`src/rtl/cdiv_pkg.sv`:
```
// Shared types and constants for the complex-divider operand path.
// Latency: n/a (package only).
// Backpressure: n/a (package only).
package cdiv_pkg;

    localparam int CDIV_NUM_OPERANDS = 4;
    localparam int CDIV_WIDTH        = 64;

    typedef logic [CDIV_NUM_OPERANDS-1:0][CDIV_WIDTH-1:0] cdiv_operands_t;

    // Operand slot order inside a bundle: (a + jb) / (c + jd)
    typedef enum logic [1:0] {
        OP_A = 2'd0,
        OP_B = 2'd1,
        OP_C = 2'd2,
        OP_D = 2'd3
    } cdiv_op_e;

    // True for +0.0 and -0.0 (exponent and mantissa all zero, sign ignored)
    function automatic logic fp64_is_zero(input logic [63:0] w);
        return (w[62:0] == 63'd0);
    endfunction

endpackage

```
`src/rtl/cdiv_operand_packer.sv`:
```
// Packs a scalar FP64 word stream into {a,b,c,d} bundles for complex_div (optional den_zero_o: CDIV_PACK_ZERO_DEN_EN).
// Latency: bundle valid 1 cycle after its last word is accepted (when the output bank is free).
// Backpressure: gather bank + output bank give 1 word/cycle; word_ready_o drops only when both are full.
module cdiv_operand_packer
    import cdiv_pkg::*;
#(
    parameter int NUM_OPERANDS = CDIV_NUM_OPERANDS,
    parameter int WIDTH        = CDIV_WIDTH
) (
    input  logic                                 clk_i,
    input  logic                                 rst_ni,
    input  logic                                 flush_i,
    input  logic                                 word_valid_i,
    output logic                                 word_ready_o,
    input  logic [WIDTH-1:0]                     word_i,
    output logic                                 out_valid_o,
    input  logic                                 out_ready_i,
    output logic [NUM_OPERANDS-1:0][WIDTH-1:0]   operands_o,
    output logic                                 busy_o
`ifdef CDIV_PACK_ZERO_DEN_EN
    ,
    output logic                                 den_zero_o
`endif
);

    localparam int IDX_W = (NUM_OPERANDS > 1) ? $clog2(NUM_OPERANDS) : 1;
    localparam logic [IDX_W-1:0] LAST_IDX = IDX_W'(NUM_OPERANDS - 1);

    logic [IDX_W-1:0]                   idx_q, idx_d;
    logic                               gather_full_q, gather_full_d;
    logic                               out_vld_q, out_vld_d;
    logic [NUM_OPERANDS-1:0][WIDTH-1:0] gather_q, gather_d;
    logic [NUM_OPERANDS-1:0][WIDTH-1:0] out_q, out_d;
    logic [NUM_OPERANDS-1:0][WIDTH-1:0] direct_bundle;
    logic                               word_acc;
    logic                               out_free;
    logic                               out_load;

    // Last word bypasses the gather bank so a bundle can load the same cycle it completes
    always_comb begin
        for (int k = 0; k < NUM_OPERANDS - 1; k++) begin
            direct_bundle[k] = gather_q[k];
        end
        direct_bundle[NUM_OPERANDS-1] = word_i;
    end

    // Next-state for index, gather bank, output bank and their flags
    always_comb begin
        idx_d         = idx_q;
        gather_full_d = gather_full_q;
        out_vld_d     = out_vld_q;
        gather_d      = gather_q;
        out_d         = out_q;
        out_load      = 1'b0;
        // Ready looks only at registered state, never at out_ready_i
        word_acc      = word_valid_i & ~gather_full_q;
        out_free      = ~out_vld_q | out_ready_i;

        if (flush_i) begin
            idx_d         = '0;
            gather_full_d = 1'b0;
            out_vld_d     = 1'b0;
        end else begin
            if (out_vld_q && out_ready_i) begin
                out_vld_d = 1'b0;
            end
            // A parked bundle moves out as soon as the output bank frees up
            if (gather_full_q && out_free) begin
                out_d         = gather_q;
                out_vld_d     = 1'b1;
                gather_full_d = 1'b0;
                out_load      = 1'b1;
            end
            if (word_acc) begin
                gather_d[idx_q] = word_i;
                if (idx_q == LAST_IDX) begin
                    idx_d = '0;
                    if (out_free) begin
                        out_d     = direct_bundle;
                        out_vld_d = 1'b1;
                        out_load  = 1'b1;
                    end else begin
                        gather_full_d = 1'b1;
                    end
                end else begin
                    idx_d = idx_q + IDX_W'(1);
                end
            end
        end
    end

    // State registers
    always_ff @(posedge clk_i or negedge rst_ni) begin
        if (!rst_ni) begin
            idx_q         <= '0;
            gather_full_q <= 1'b0;
            out_vld_q     <= 1'b0;
            gather_q      <= '0;
            out_q         <= '0;
        end else begin
            idx_q         <= idx_d;
            gather_full_q <= gather_full_d;
            out_vld_q     <= out_vld_d;
            gather_q      <= gather_d;
            out_q         <= out_d;
        end
    end

`ifdef CDIV_PACK_ZERO_DEN_EN
    if (NUM_OPERANDS < 4) begin : g_too_few_operands
        $error("cdiv_operand_packer: den_zero_o needs NUM_OPERANDS >= 4");
    end

    logic den_zero_q, den_zero_d;

    // Zero-divisor flag travels with the output bank contents
    always_comb begin
        den_zero_d = den_zero_q;
        if (flush_i) begin
            den_zero_d = 1'b0;
        end else if (out_load) begin
            den_zero_d = fp64_is_zero(out_d[int'(OP_C)]) & fp64_is_zero(out_d[int'(OP_D)]);
        end
    end

    // Zero-divisor flag register
    always_ff @(posedge clk_i or negedge rst_ni) begin
        if (!rst_ni) begin
            den_zero_q <= 1'b0;
        end else begin
            den_zero_q <= den_zero_d;
        end
    end

    assign den_zero_o = den_zero_q;
`endif

    assign word_ready_o = ~gather_full_q;
    assign out_valid_o  = out_vld_q;
    assign operands_o   = out_q;
    assign busy_o       = out_vld_q | gather_full_q | (idx_q != '0);

endmodule

```
`config.mk`:
```
export PLATFORM = sky130hd
export DESIGN_NAME = cdiv_operand_packer
export DESIGN_NICKNAME = d
export VERILOG_FILES = /design/src/rtl/cdiv_pkg.sv /design/src/rtl/cdiv_operand_packer.sv
export SDC_FILE = /design/constraint.sdc
export NUM_CORES = 1
export LEC_CHECK = 0
export BUFFER_PORTS_ARGS = -buffer_cell sky130_fd_sc_hd__buf_2
export CAP_MARGIN = 5
export CORE_MARGIN = 4
export CORE_UTILIZATION = 57
export CTS_BUF_LIST = sky130_fd_sc_hd__clkbuf_16
export DETAILED_ROUTE_END_ITERATION = 6
export GPL_ROUTABILITY_DRIVEN = 1
export PLACE_DENSITY = 0.8
export REMOVE_ABC_BUFFERS = 1
export SLEW_MARGIN = 20
export SYNTH_ARGS = -nofsm -noshare
export SYNTH_HDL_FRONTEND = slang
export SYNTH_SLANG_ARGS = --single-unit
```
`constraint.sdc`:
```
create_clock -name clk_i -period 2.2 [get_ports clk_i]
set_input_delay 0.33 -clock clk_i [delete_from_list [all_inputs] [get_ports clk_i]]
set_output_delay 0.33 -clock clk_i [all_outputs]
set_load 0.05 [all_outputs]
```
# Yosys cells after proc, flatten, opt, wreduce, memory -nomap -nowiden

Cells that the tools add are included.

Equality and inequality tests: 1
Multiplexer cells: 21
$lt $le $gt $ge: 2
Reduce and logical (&&, ||, !) cells: 6
Bitwise logic cells: 7
Add/sub/neg operators: 1

Operators with widths:

| cell                                                       | count |
|---|---|
| two-way mux 256 bit                                        | 4 |
| bitwise mux 256 bit                                        | 1 |
| demux 64 bit (select 2 bit)                                | 1 |
| two-way mux 64 bit                                         | 1 |
| two-way mux 1 bit                                          | 11 |
| two-way mux 2 bit                                          | 3 |
| nonzero test 2 bit                                         | 2 |
| logical AND 1 bit                                          | 3 |
| less-than comparator 2 x 3 -> 1 bit, second input constant | 1 |
| NOT 1 bit                                                  | 3 |
| bitwise OR 1 bit                                           | 3 |
| adder 2 x 1 -> 2 bit, second input constant                | 1 |
| == test 2 bit, second input constant                       | 1 |
| >= comparator 2 x 1 -> 1 bit, second input constant        | 1 |
| AND reduction 2 bit                                        | 1 |
| AND 1 bit                                                  | 1 |

Output and inout port bits: 259
Input port bits: 69
Flip-flop bits (word level): 516

# Longest topological paths before layout

Gate-level depths: netlist (run 1).

Word-level depth: 8
Mapped depth: 7
Mapped depth without buffers: 4

# Least setup slack after synthesis (run 1)

No wires, ideal clock.

Kind: flip-flop to flip-flop
From: register out_vld_q, in the netlist out_valid_o
To: register out_q, in the netlist operands_o[100]
Arrival: 1.727 ns
Stages on the path, launching flop included: 6
Period minus slack after synthesis: 1.855 ns
Required time: 2.073 ns
Setup time: 0.127 ns
Path slack: 0.345 ns
Path through: dfrtp_1 -> and2b_1 -> nor3_2 -> buf_4 -> buf_6 -> mux2_1

Longest elaborated chain between the ends: 7

Ends and longest elaborated chain:

| item                   | RTL line                   | RTL |
|---|---|---|
| start, declared        | cdiv_operand_packer.sv:31  | `logic out_vld_q, out_vld_d;` |
| start signal, assigned | cdiv_operand_packer.sv:103 | `out_vld_q <= out_vld_d;` |
| NOT 1 bit *            | cdiv_operand_packer.sv:57  | `out_free = ~out_vld_q \| out_ready_i;` |
| bitwise OR 1 bit *     | cdiv_operand_packer.sv:57  |  |
| logical AND 1 bit      | cdiv_operand_packer.sv:68  | `if (gather_full_q && out_free) begin` |
| two-way mux 256 bit    | cdiv_operand_packer.sv:68  |  |
| two-way mux 256 bit    | cdiv_operand_packer.sv:78  | `if (out_free) begin` |
| two-way mux 256 bit    | cdiv_operand_packer.sv:76  | `if (idx_q == LAST_IDX) begin` |
| two-way mux 256 bit *  | cdiv_operand_packer.sv:74  | `if (word_acc) begin` |
| end signal, assigned   | cdiv_operand_packer.sv:105 | `out_q <= out_d;` |
| end, declared          | cdiv_operand_packer.sv:33  | `logic [NUM_OPERANDS-1:0][WIDTH-1:0] out_q, out_d;` |

Mark *: on every way between the ends. The rest lies on a longest branch, timed or not.
A chain may end at the register's enable or synchronous reset.

# Final worst setup path (run 1)

From: register idx_q[0]
To: output busy_o

Longest elaborated chain between the ends: 2

Ends and longest elaborated chain:

| item                   | RTL line                   | RTL |
|---|---|---|
| start, declared        | cdiv_operand_packer.sv:29  | `logic [IDX_W-1:0] idx_q, idx_d;` |
| start signal, assigned | cdiv_operand_packer.sv:101 | `idx_q <= idx_d;` |
| nonzero test 2 bit     | cdiv_operand_packer.sv:141 | `assign busy_o = out_vld_q \| gather_full_q \| (idx_q != '0);` |
| bitwise OR 1 bit       | cdiv_operand_packer.sv:141 |  |
| end, declared          | cdiv_operand_packer.sv:19  | `output logic busy_o` |

No other way between the ends.

==> flow_summary.json, run 1 <==
{
  "cts_buffer_depth": 3,
  "synth_edf_count": 0,
  "start_util_pct": 58.06,
  "drt_wl_total_um": 51670,
  "cap_viol_max_count": 0,
  "holdPathEnd": "direct_bundle[99]$_DFFE_PN0P_",
  "synth.area.mux_share_pct": 27.82,
  "slowest_delay_ns": 0.47,
  "dpl.hpwl_um": 32920,
  "crit_family": "flip-flops",
  "synth_top_family_by_area": "multiplexers",
  "irDropWorstVdd_uv": 740.8,
  "setup_viol": 0,
  "grt_overflow": 0,
  "synthSimpleGateAreaFrac_pct": 2.256,
  "required_ns": 1.87,
  "ys_ff_latch": 516,
  "coreArea_mm2": 0.03687,
  "cts-buffers-inserted": 51,
  "syn_area_per_cell_um2": 15.75,
  "min_path_cells": 2,
  "htree_levels": 2,
  "cts_tree": "done",
  "drv_slew": 0,
  "fp.dieArea_mm2": 0.04072,
  "sw_frac_of_total_pct": 35.12,
  "reg2reg_slack_ns": 0.14,
  "ios": 328,
  "synth_seq_area_share_pct": 60.32,
  "rsz0062_at_grt": "false",
  "wire_per_inst_um": 23.20,
  "grt_pass1_vias": 14230,
  "io_buffers": 327,
  "period_needed_ns": 2.107,
  "post_cts_resized": 0,
  "critPathLaunchType": "flop",
  "drive_gt1_share_pct": 46.66,
  "rr_endpoint": "operands_o[117]$_DFFE_PN0N_",
  "tns_ns": 0,
  "route.detailed.drc": 0,
  "ys_types": 27,
  "hp-start": "word_i[35]",
  "path_class": "reg -> out",
  "hold_viol": 0,
  "max_freq_mhz": 474.7,
  "reg2reg_depth": 6,
  "nets": 1756,
  "syn_inst": 1359,
  "die_h_um": 201.8,
  "stdcell_count": 2227,
  "clk_pin_slew_ns": 0.06,
  "async_flop_share_pct": 100.0,
  "gr-usage-all-layers_pct": 25.45,
  "post-place-cells": 2132,
  "place.gp.congestion": 0.7781,
  "switching_power_uw": 10790,
  "grt_pass1_wl_um": 83140,
  "clock_latency_ns": 0.58,
  "synth_ff_type": "dfrtp_1",
  "synth_xor_area_share_pct": 0.04091,
  "relSlewSlack_pct": 52.89,
  "synth_fa_ha_area_share_pct": 0.2338,
  "p_clk_share_pct": 26.9,
  "synth_compound_area_share_pct": 5.319,
  "p_leak_uw": 0.01264,
  "rows": 70,
  "synth_area_mm2": 0.02141,
  "p_int_uw": 19930,
  "min_path_type": "in -> reg",
  "path_cells": "inv_1 -> ha_1 -> nand2_1 -> buf_2",
  "yosys_warnings": 0,
  "p_per_area_mw_per_mm2": 1217,
  "via_count": 13160,
  "tightest_slew_ns": 0.7067,
  "timing.final.crit_share_pct": 95.76,
  "drt_pass1_iterations": 5,
  "crit_fanout": 4,
  "grt_max_degree": 84,
  "path_depth": 4,
  "reg2reg_from": "idx_q[0]$_DFFE_PN0P_",
  "fillers": 2489,
  "dr.first_iter.drc_count": 860,
  "postRouteAntennaNets": 0,
  "diodes": 0,
  "status": "completed",
  "crit_slowest_cell": "dfrtp_1",
  "die_w_um": 201.8,
  "cts_sinks": 516,
  "cp.arrival_ns": 1.78,
  "critPathCaptureType": "output port",
  "comb_power_share_pct": 29.4,
  "antenna_found_initial": 2,
  "routed_via_density": 5.911,
  "pwr-share-seq_pct": 43.7,
  "areaGrowthSynthToFinish_pct": 17.83,
  "path_buf_inv": 2,
  "fin_skew_ns": 0.01773,
  "cts_root_buffer": "clkbuf_16"
}
==> power by group through the flow <==
| stage | registers, µW | clock network, µW | logic, µW |
|---|---|---|---|
| CTS | 13400 | 8420 | 9090 |
| floorplan | 16800 | 0 | 3180 |
| finish | 13400 | 8260 | 9020 |
| detailed placement | 13500 | 0 | 9040 |
| global placement | 13400 | 0 | 8830 |
| global route | 13700 | 8890 | 9480 |
==> placed cells by master (no fill, tap or decap), types with 2 or more instances in the layout <==
cell type	Yosys	final
clkinv_2	0	12
buf_4	15	28
a21oi_1	2	2
nor2_1	3	3
mux2_4	240	240
mux2_2	102	102
clkinvlp_4	0	2
bufinv_16	0	3
o21ai_0	64	64
buf_12	0	26
buf_2	12	326
dfrtp_1	516	516
clkbuf_16	0	53
and3_4	0	4
inv_1	4	14
nand4_1	64	64
clkinv_1	0	12
a31oi_1	128	128
dlygate4sd3_1	0	2
mux2_1	106	106
ha_1	4	3
==> layer usage <==
layer,GRT usage [%],wire (µm),vias up,share of wire (%)
met5,0,20,-,0.039
met2,41.92,25770,502,50
met3,6.161,3603,87,7.0
li1,-,-,5632,-
met1,33.98,21040,6938,41
met4,7.690,1243,4,2.4
==> worst max path at each step <==
stage	start	end
after floorplan	idx_q[0]$_DFFE_PN0P_	operands_o[10]$_DFFE_PN0N_
after global placement	idx_q[0]$_DFFE_PN0P_	operands_o[141]$_DFFE_PN0N_
after detailed placement	idx_q[0]$_DFFE_PN0P_	operands_o[117]$_DFFE_PN0N_
after CTS	idx_q[0]$_DFFE_PN0P_	busy_o
after global routing	idx_q[0]$_DFFE_PN0P_	busy_o
final	idx_q[0]$_DFFE_PN0P_	busy_o
==> stage by stage <==
stage          hold WS (ns)  power (µW)  setup WS [ns]  area [µm²]  util [%]
6_report            0.04869       30710        0.09321       25230     68.41
2_1_floorplan       0.03441       19980         -10.03       20560         -
3_3_place_gp         0.3398       22210         0.2441       23630     64.08
3_5_place_dp         0.3414       22560         0.1573       23630     64.08
4_1_cts             0.01582       30950        0.06479       25230     68.41
5_1_grt             0.03496       32080        0.02247       25230     68.41
==> cell type report <==
class | instances | area, µm² | area share [%]
clock buffer | 53 | 1326 | 5.258
sequential | 516 | 12910 | 51.19
multi-input combinational | 727 | 7692 | 30.49
timing repair buffer | 383 | 2397 | 9.504
inverter | 4 | 15.01 | 0.05952
tap | 504 | 630.6 | 2.500
clock inverter | 40 | 251.5 | 0.9970
==> cell families (layout without fill, tap and decap cells) <==
family,count (synthesis),count (layout)
mux,449,449
compound gates,195,195
flops,516,516
xor+xnor,1,1
simple gates,78,78
fa+ha+maj,4,4
buf+inv,116,480
==> cell usage after synthesis (4+ instances only) <==
master,count,area share (%)
mux2_4,240,17
mux2_1,106,5.6
buf_2,12,0.28
clkbuf_1,47,0.82
dfrtp_1,516,60
a31oi_1,128,3.7
ha_1,4,0.23
inv_1,4,0.070
buf_4,15,0.53
nand4_1,64,1.9
and3_1,4,0.12
o21ai_0,64,1.5
buf_8,18,1.3
buf_6,20,1.1
mux2_2,102,5.4
==> flip-flops by register name (all words and copies together), names as in the netlist <==
register	flops
gather_q	64
direct_bundle	192
idx_q	2
out_valid_o	1
gather_full_q	1
operands_o	256
==> timing repair <==
item / in CTS / in global routing
endpoints found under the setup margin: 0 / 0
endpoints found under the hold margin: 47 / 0
hold buffers: 2 / 0
buffers inserted: 0 / 0
Power figures use the tool's default switching activity.
==> run 2: changes to the inputs <==
--- a/config.mk
+++ b/config.mk
@@ -8,11 +8,11 @@
 export BUFFER_PORTS_ARGS = -buffer_cell sky130_fd_sc_hd__buf_2
 export CAP_MARGIN = 5
 export CORE_MARGIN = 4
-export CORE_UTILIZATION = 57
+export CORE_UTILIZATION = 55
 export CTS_BUF_LIST = sky130_fd_sc_hd__clkbuf_16
 export DETAILED_ROUTE_END_ITERATION = 6
 export GPL_ROUTABILITY_DRIVEN = 1
-export PLACE_DENSITY = 0.8
+export PLACE_DENSITY = 0.78
 export REMOVE_ABC_BUFFERS = 1
 export SLEW_MARGIN = 20
 export SYNTH_ARGS = -nofsm -noshare
==> run 2 against run 1 <==
Clock-buffer cell count increased by 4. Via count increased by 0.17%. Power increased by 1.8%. Non-clock buffer count decreased by 10. Clock skew decreased by 0.0041 ns. Cell area increased by 0.37%.
==> flow_summary.json, run 2 (synthesis gave the netlist of run 1 again) <==
{
  "status": "completed",
  "critPathCaptureType": "output port",
  "fin_ws_ns": 0.09100,
  "p_leak_uw": 0.01269,
  "wire_per_inst_um": 22.98,
  "coreArea_mm2": 0.03856,
  "route.met2.wl_um": 24620,
  "irDropWorstVdd_uv": 859.0,
  "die_w_um": 205.3,
  "grt_overflow": 0,
  "path_buf_inv": 2,
  "route.detailed.drc": 0,
  "reg2reg_slack_ns": 0.12,
  "crit_slowest_cell": "dfrtp_1",
  "rows": 72,
  "path_depth": 4,
  "cts_sinks": 516,
  "tightest_slew_ns": 0.8809,
  "antenna_found_initial": 2,
  "drt_wl_total_um": 51420,
  "crit_fanout": 4,
  "io_buffers": 327,
  "path_class": "reg -> out",
  "clk_pin_slew_ns": 0.06,
  "die_h_um": 205.3,
  "start_util_pct": 55.52,
  "setup_viol": 0,
  "p_per_area_mw_per_mm2": 1235,
  "cp.arrival_ns": 1.78,
  "cts_tree": "done",
  "dr.max_layer_used": "met5",
  "nets": 1749,
  "hold_viol": 0,
  "areaGrowthSynthToFinish_pct": 18.26,
  "slowest_delay_ns": 0.45,
  "dpl.hpwl_um": 31330,
  "final_cell_mix": "dfrtp_1 (516), buf_2 (326), mux2_4 (240), a31oi_1 (128), mux2_1 (106)",
  "fp.dieArea_mm2": 0.04214,
  "post-place-ws_ns": 0.1208,
  "reg2reg_depth": 6,
  "rr_endpoint": "operands_o[134]$_DFFE_PN0N_",
  "grt_pass1_vias": 14100,
  "required_ns": 1.87,
  "crit_family": "flip-flops",
  "cap_viol_max_count": 0,
  "drv_slew": 0,
  "routed_via_density": 5.891,
  "critPathLaunchType": "flop",
  "max_freq_mhz": 474.2,
  "path_cells": "inv_1 -> ha_1 -> nand2_1 -> buf_2",
  "fin_util_pct": 65.66,
  "clock_latency_ns": 0.59,
  "cts_root_buffer": "clkbuf_16",
  "met1_length_um": 21890,
  "postCtsHoldBufs": 1,
  "drive_gt1_share_pct": 46.25,
  "ios": 328,
  "grt_max_degree": 87,
  "dr_wl_met3_um": 3388,
  "postRouteAntennaNets": 0,
  "dr.first_iter.drc_count": 880,
  "grt_pass1_wl_um": 82190,
  "timing.final.crit_share_pct": 95.86,
  "post_cts_resized": 0,
  "gr-usage-all-layers_pct": 24.51,
  "post-cts-setup-buffers": 0,
  "rsz0062_at_grt": "false",
  "via_count": 13190,
  "period_needed_ns": 2.109,
  "min_path_cells": 2,
  "layout_commonest_cell": "dfrtp_1",
  "cp-startpoint": "idx_q[0]$_DFFE_PN0P_",
  "largest_reg_flops": 256,
  "endpoint": "busy_o",
  "multi_input_area_mm2": 0.007692,
  "fillers": 2775,
  "place.gp.congestion": 0.7803,
  "htree_levels": 2,
  "drt_pass1_iterations": 5,
  "regArea_mm2": 0.01291,
  "power_uw": 31260,
  "min_path_type": "in -> reg",
  "reg2reg_from": "idx_q[0]$_DFFE_PN0P_",
  "cts_buffer_depth": 3,
  "relSlewSlack_pct": 41.27,
  "cts-buffers-inserted": 54,
  "fin_skew_ns": 0.01360
}
## run 2: stage by stage
stage	hold slack, ns	TNS (ns)	instances	instance area [µm²]
2_1_floorplan	0.03441	-3392.87	1247	20560
3_3_place_gp	0.3019	0	2137	23580
3_5_place_dp	0.3060	0	2137	23580
4_1_cts	0.008228	0	2237	25320
5_1_grt	0.02547	0	2238	25320
6_report	0.04128	0	2238	25320
## run 2: final cells by class
| class | instances | area share, % |
|---|---|---|
| Multi-Input combinational cell | 727 | 30.38 |
| Inverter | 4 | 0.05930 |
| Antenna cell | 1 | 0.009884 |
| Sequential cell | 516 | 51.00 |
| Timing Repair Buffer | 373 | 9.162 |
| Tap cell | 518 | 2.560 |
| Clock inverter | 42 | 1.191 |
| Clock buffer | 57 | 5.634 |
## run 2: worst min-delay path by stage
stage	from	to	slack, ns
after floorplan	rst_ni	direct_bundle[0]$_DFFE_PN0P_	0.03
after global placement	rst_ni	operands_o[92]$_DFFE_PN0N_	0.30
after detailed placement	rst_ni	operands_o[92]$_DFFE_PN0N_	0.31
after CTS	word_i[1]	direct_bundle[1]$_DFFE_PN0P_	0.008
after global routing	word_i[5]	direct_bundle[5]$_DFFE_PN0P_	0.03
final	flush_i	out_valid_o$_DFF_PN0_	0.04
## run 2: where the power goes
part	total [µW]	internal, µW	switching, µW
Sequential	13400	11900	1490
Combinational	8970	3300	5670
Clock	8860	5210	3650
Total	31300	20500	10800
## run 2: layer usage
metal | vias up | GRT usage [%]
met1 | 6975 | 34.01
li1 | 5632 | -
met4 | 2 | 8.732
met3 | 104 | 5.296
met2 | 472 | 38.69
met5 | - | 0
==> run 3: changes to the inputs <==
--- a/config.mk
+++ b/config.mk
@@ -5,14 +5,15 @@
 export SDC_FILE = /design/constraint.sdc
 export NUM_CORES = 1
 export LEC_CHECK = 0
+export ABC_AREA = 1
 export BUFFER_PORTS_ARGS = -buffer_cell sky130_fd_sc_hd__buf_2
 export CAP_MARGIN = 5
 export CORE_MARGIN = 4
-export CORE_UTILIZATION = 55
+export CORE_UTILIZATION = 45
 export CTS_BUF_LIST = sky130_fd_sc_hd__clkbuf_16
 export DETAILED_ROUTE_END_ITERATION = 6
 export GPL_ROUTABILITY_DRIVEN = 1
-export PLACE_DENSITY = 0.78
+export PLACE_DENSITY = 0.65
 export REMOVE_ABC_BUFFERS = 1
 export SLEW_MARGIN = 20
 export SYNTH_ARGS = -nofsm -noshare
==> run 3 against run 2 <==
Global-route usage grew 0.44 points. Combinational power shrank 9.3%. Largest power group unchanged. Worst hold slack gained 0.0082 ns. Sequential share of layout area shrank 5.5 points. Core utilization shrank 12 points. Critical path type unchanged. Clock-buffer cell count grew 1. Clock power grew 7.0%. Wire length grew 40%.
==> flow_summary.json, run 3 <==
{
  "status": "completed",
  "post-place-cells": 3938,
  "rsz0062_at_grt": "false",
  "largest_reg_flops": 256,
  "tns_ns": 0,
  "p_int_uw": 19250,
  "rows": 84,
  "ys_ff_latch": 516,
  "drt_wl_total_um": 71920,
  "p_per_area_mw_per_mm2": 1077,
  "slowest_delay_ns": 0.52,
  "async_flop_share_pct": 100.0,
  "yosysTopAreaCell": "dfrtp_1",
  "crit_fanout": 23,
  "synth_area_mm2": 0.02411,
  "syn_area_per_cell_um2": 7.839,
  "path_cells": "buf_6 -> nor2_1 -> nand2_1 -> clkbuf_4",
  "ios": 328,
  "fin_ws_ns": 0.1301,
  "antenna_found_initial": 3,
  "yosys_warnings": 0,
  "drt_pass1_iterations": 6,
  "synthMostInstantiatedCell": "nand2_1",
  "htree_levels": 2,
  "route.detailed.drc": 0,
  "ys_types": 21,
  "irDropWorstVdd_uv": 640.0,
  "critPathLaunchType": "flop",
  "syn_inst": 3076,
  "ys_top_cells_by_area": "dfrtp_1 (54%), nand2_1 (18%), o21ai_0 (6.1%)",
  "post-place-ws_ns": 0.2343,
  "timing.final.crit_share_pct": 94.09,
  "p_leak_uw": 0.01648,
  "gr-usage-all-layers_pct": 24.95,
  "reg2reg_slack_ns": 0.22,
  "holdPathEnd": "direct_bundle[72]$_DFFE_PN0P_",
  "p_clk_share_pct": 31.0,
  "switching_power_uw": 11320,
  "cts-buffers-inserted": 56,
  "clk_pin_slew_ns": 0.06,
  "relSlewSlack_pct": 43.45,
  "grt_max_degree": 128,
  "netlist.area_leader.share_pct": 53.55,
  "hp-start": "word_i[8]",
  "synth_seq_area_share_pct": 53.55,
  "rr_endpoint": "operands_o[127]$_DFFE_PN0N_",
  "post-cts-setup-buffers": 0,
  "path_buf_inv": 2,
  "hold_viol": 0,
  "cts_buffer_depth": 3,
  "crit_family": "flip-flops",
  "required_ns": 1.87,
  "dr.first_iter.drc_count": 1641,
  "synth_edf_count": 0,
  "place.gp.congestion": 0.7890,
  "final_cell_mix": "nand2_1 (1160), dfrtp_1 (514), inv_1 (402), buf_2 (324), o21ai_0 (295)",
  "comb_power_share_pct": 26.6,
  "cap_viol_max_count": 0,
  "period_needed_ns": 2.070,
  "setup_viol": 0,
  "grt_pass1_vias": 21050,
  "fp.dieArea_mm2": 0.05735,
  "cts_tree": "done",
  "crit_slowest_cell": "dfrtp_4",
  "drive_gt1_share_pct": 14.49,
  "nets": 3382,
  "coreArea_mm2": 0.05276,
  "synth_ff_type": "dfrtp_1",
  "dpl.hpwl_um": 43600,
  "reg2reg_from": "gather_full_q$_DFF_PN0_",
  "stdcell_count": 4043,
  "reg2reg_depth": 6,
  "grt_overflow": 0,
  "grt_pass1_wl_um": 115100,
  "sw_frac_of_total_pct": 37.03,
  "pwr-share-seq_pct": 42.3,
  "postRouteAntennaNets": 0,
  "path_class": "reg -> out",
  "die_w_um": 239.5,
  "max_freq_mhz": 483.1,
  "min_path_type": "in -> reg",
  "cts_root_buffer": "clkbuf_16",
  "routed_via_density": 5.225,
  "synth.cells.most_frequent": "nand2_1 (1168), dfrtp_1 (516), inv_1 (392), o21ai_0 (295), nand3_1 (257)",
  "cts_sinks": 516,
  "wire_per_inst_um": 17.79,
  "layout_commonest_cell": "nand2_1",
  "critPathCaptureType": "output port",
  "clock_latency_ns": 0.60,
  "min_path_cells": 3,
  "die_h_um": 239.5,
  "via_count": 21130,
  "drv_slew": 0,
  "areaGrowthSynthToFinish_pct": 17.72,
  "tightest_slew_ns": 0.8483,
  "io_buffers": 327,
  "cp.arrival_ns": 1.74,
  "fin_skew_ns": 0.01847,
  "start_util_pct": 45.70
}
[run 3: kinds of logic after synthesis]
family	count (synthesis)	share of synthesized area (%)
simple gates	1625	29.37
buf+inv	606	10.12
flops	516	53.55
compound gates	325	6.746
fa+ha+maj	4	0.2076
[run 3: how the worst max path moves through the flow]
stage	depth (start not counted)	slack, ns	end	from
after global routing	4	0.04	busy_o	idx_q[0]$_DFFE_PN0P_
after global placement	7	0.27	operands_o[236]$_DFFE_PN0N_	gather_full_q$_DFF_PN0_
after detailed placement	7	0.23	operands_o[2]$_DFFE_PN0N_	gather_full_q$_DFF_PN0_
final	4	0.13	busy_o	gather_full_q$_DFF_PN0_
after CTS	4	0.03	busy_o	idx_q[0]$_DFFE_PN0P_
after floorplan	6	-9.04	operands_o[0]$_DFFE_PN0N_	gather_full_q$_DFF_PN0_
[run 3: power groups by stage]
stage	registers [µW]	logic [µW]	clock network [µW]
final	12900	8140	9480
after floorplan	16000	2710	0
after global placement	13000	8000	0
after CTS	12900	8230	9670
after global routing	13200	8960	10100
after detailed placement	13000	8200	0
[run 3: final cells by class]
class	instances	area (µm²)
Timing Repair Buffer	387	2409
Antenna cell	1	2.502
Clock buffer	58	1451
Fill cell	4964	24380
Sequential cell	516	12920
Tap cell	688	860.8
Multi-Input combinational cell	1954	8870
Clock inverter	45	389.1
Inverter	394	1484
[run 3: stage by stage]
| stage | total power [µW] | hold WS, ns | area (µm²) | utilization (%) |
|---|---|---|---|---|
| after floorplan | 18690 | 0.03441 | 23150 | - |
| after global placement | 20980 | 0.3613 | 26520 | 50.27 |
| after detailed placement | 21250 | 0.3648 | 26520 | 50.27 |
| after CTS | 30820 | 0.01193 | 28370 | 53.78 |
| after global routing | 32220 | 0.05357 | 28380 | 53.79 |
| final | 30570 | 0.04952 | 28380 | 53.80 |
[run 3: repair_timing]
action / in CTS / in global routing
endpoints found under the setup margin: 0 / 1
hold buffers: 1 / 0
gates resized for setup: 0 / 3
endpoints found under the hold margin: 42 / 0
[run 3: metal layers]
metal / part of all wire [%] / vias up / GRT usage, %
met5: 0.039 / - / 0
met2: 46 / 685 / 40.49
met1: 44 / 10240 / 34.78
li1: - / 10060 / -
met3: 6.8 / 137 / 4.088
met4: 2.6 / 6 / 7.529
[run 3: worst register-to-register path: stages, from the launching register on]
cell	delay, ns
dfrtp_4	0.52
nor2_4	0.23
nand3_4	0.13
nand2_4	0.11
buf_12	0.46
nand3_1	0.34
nand2_1	0.13
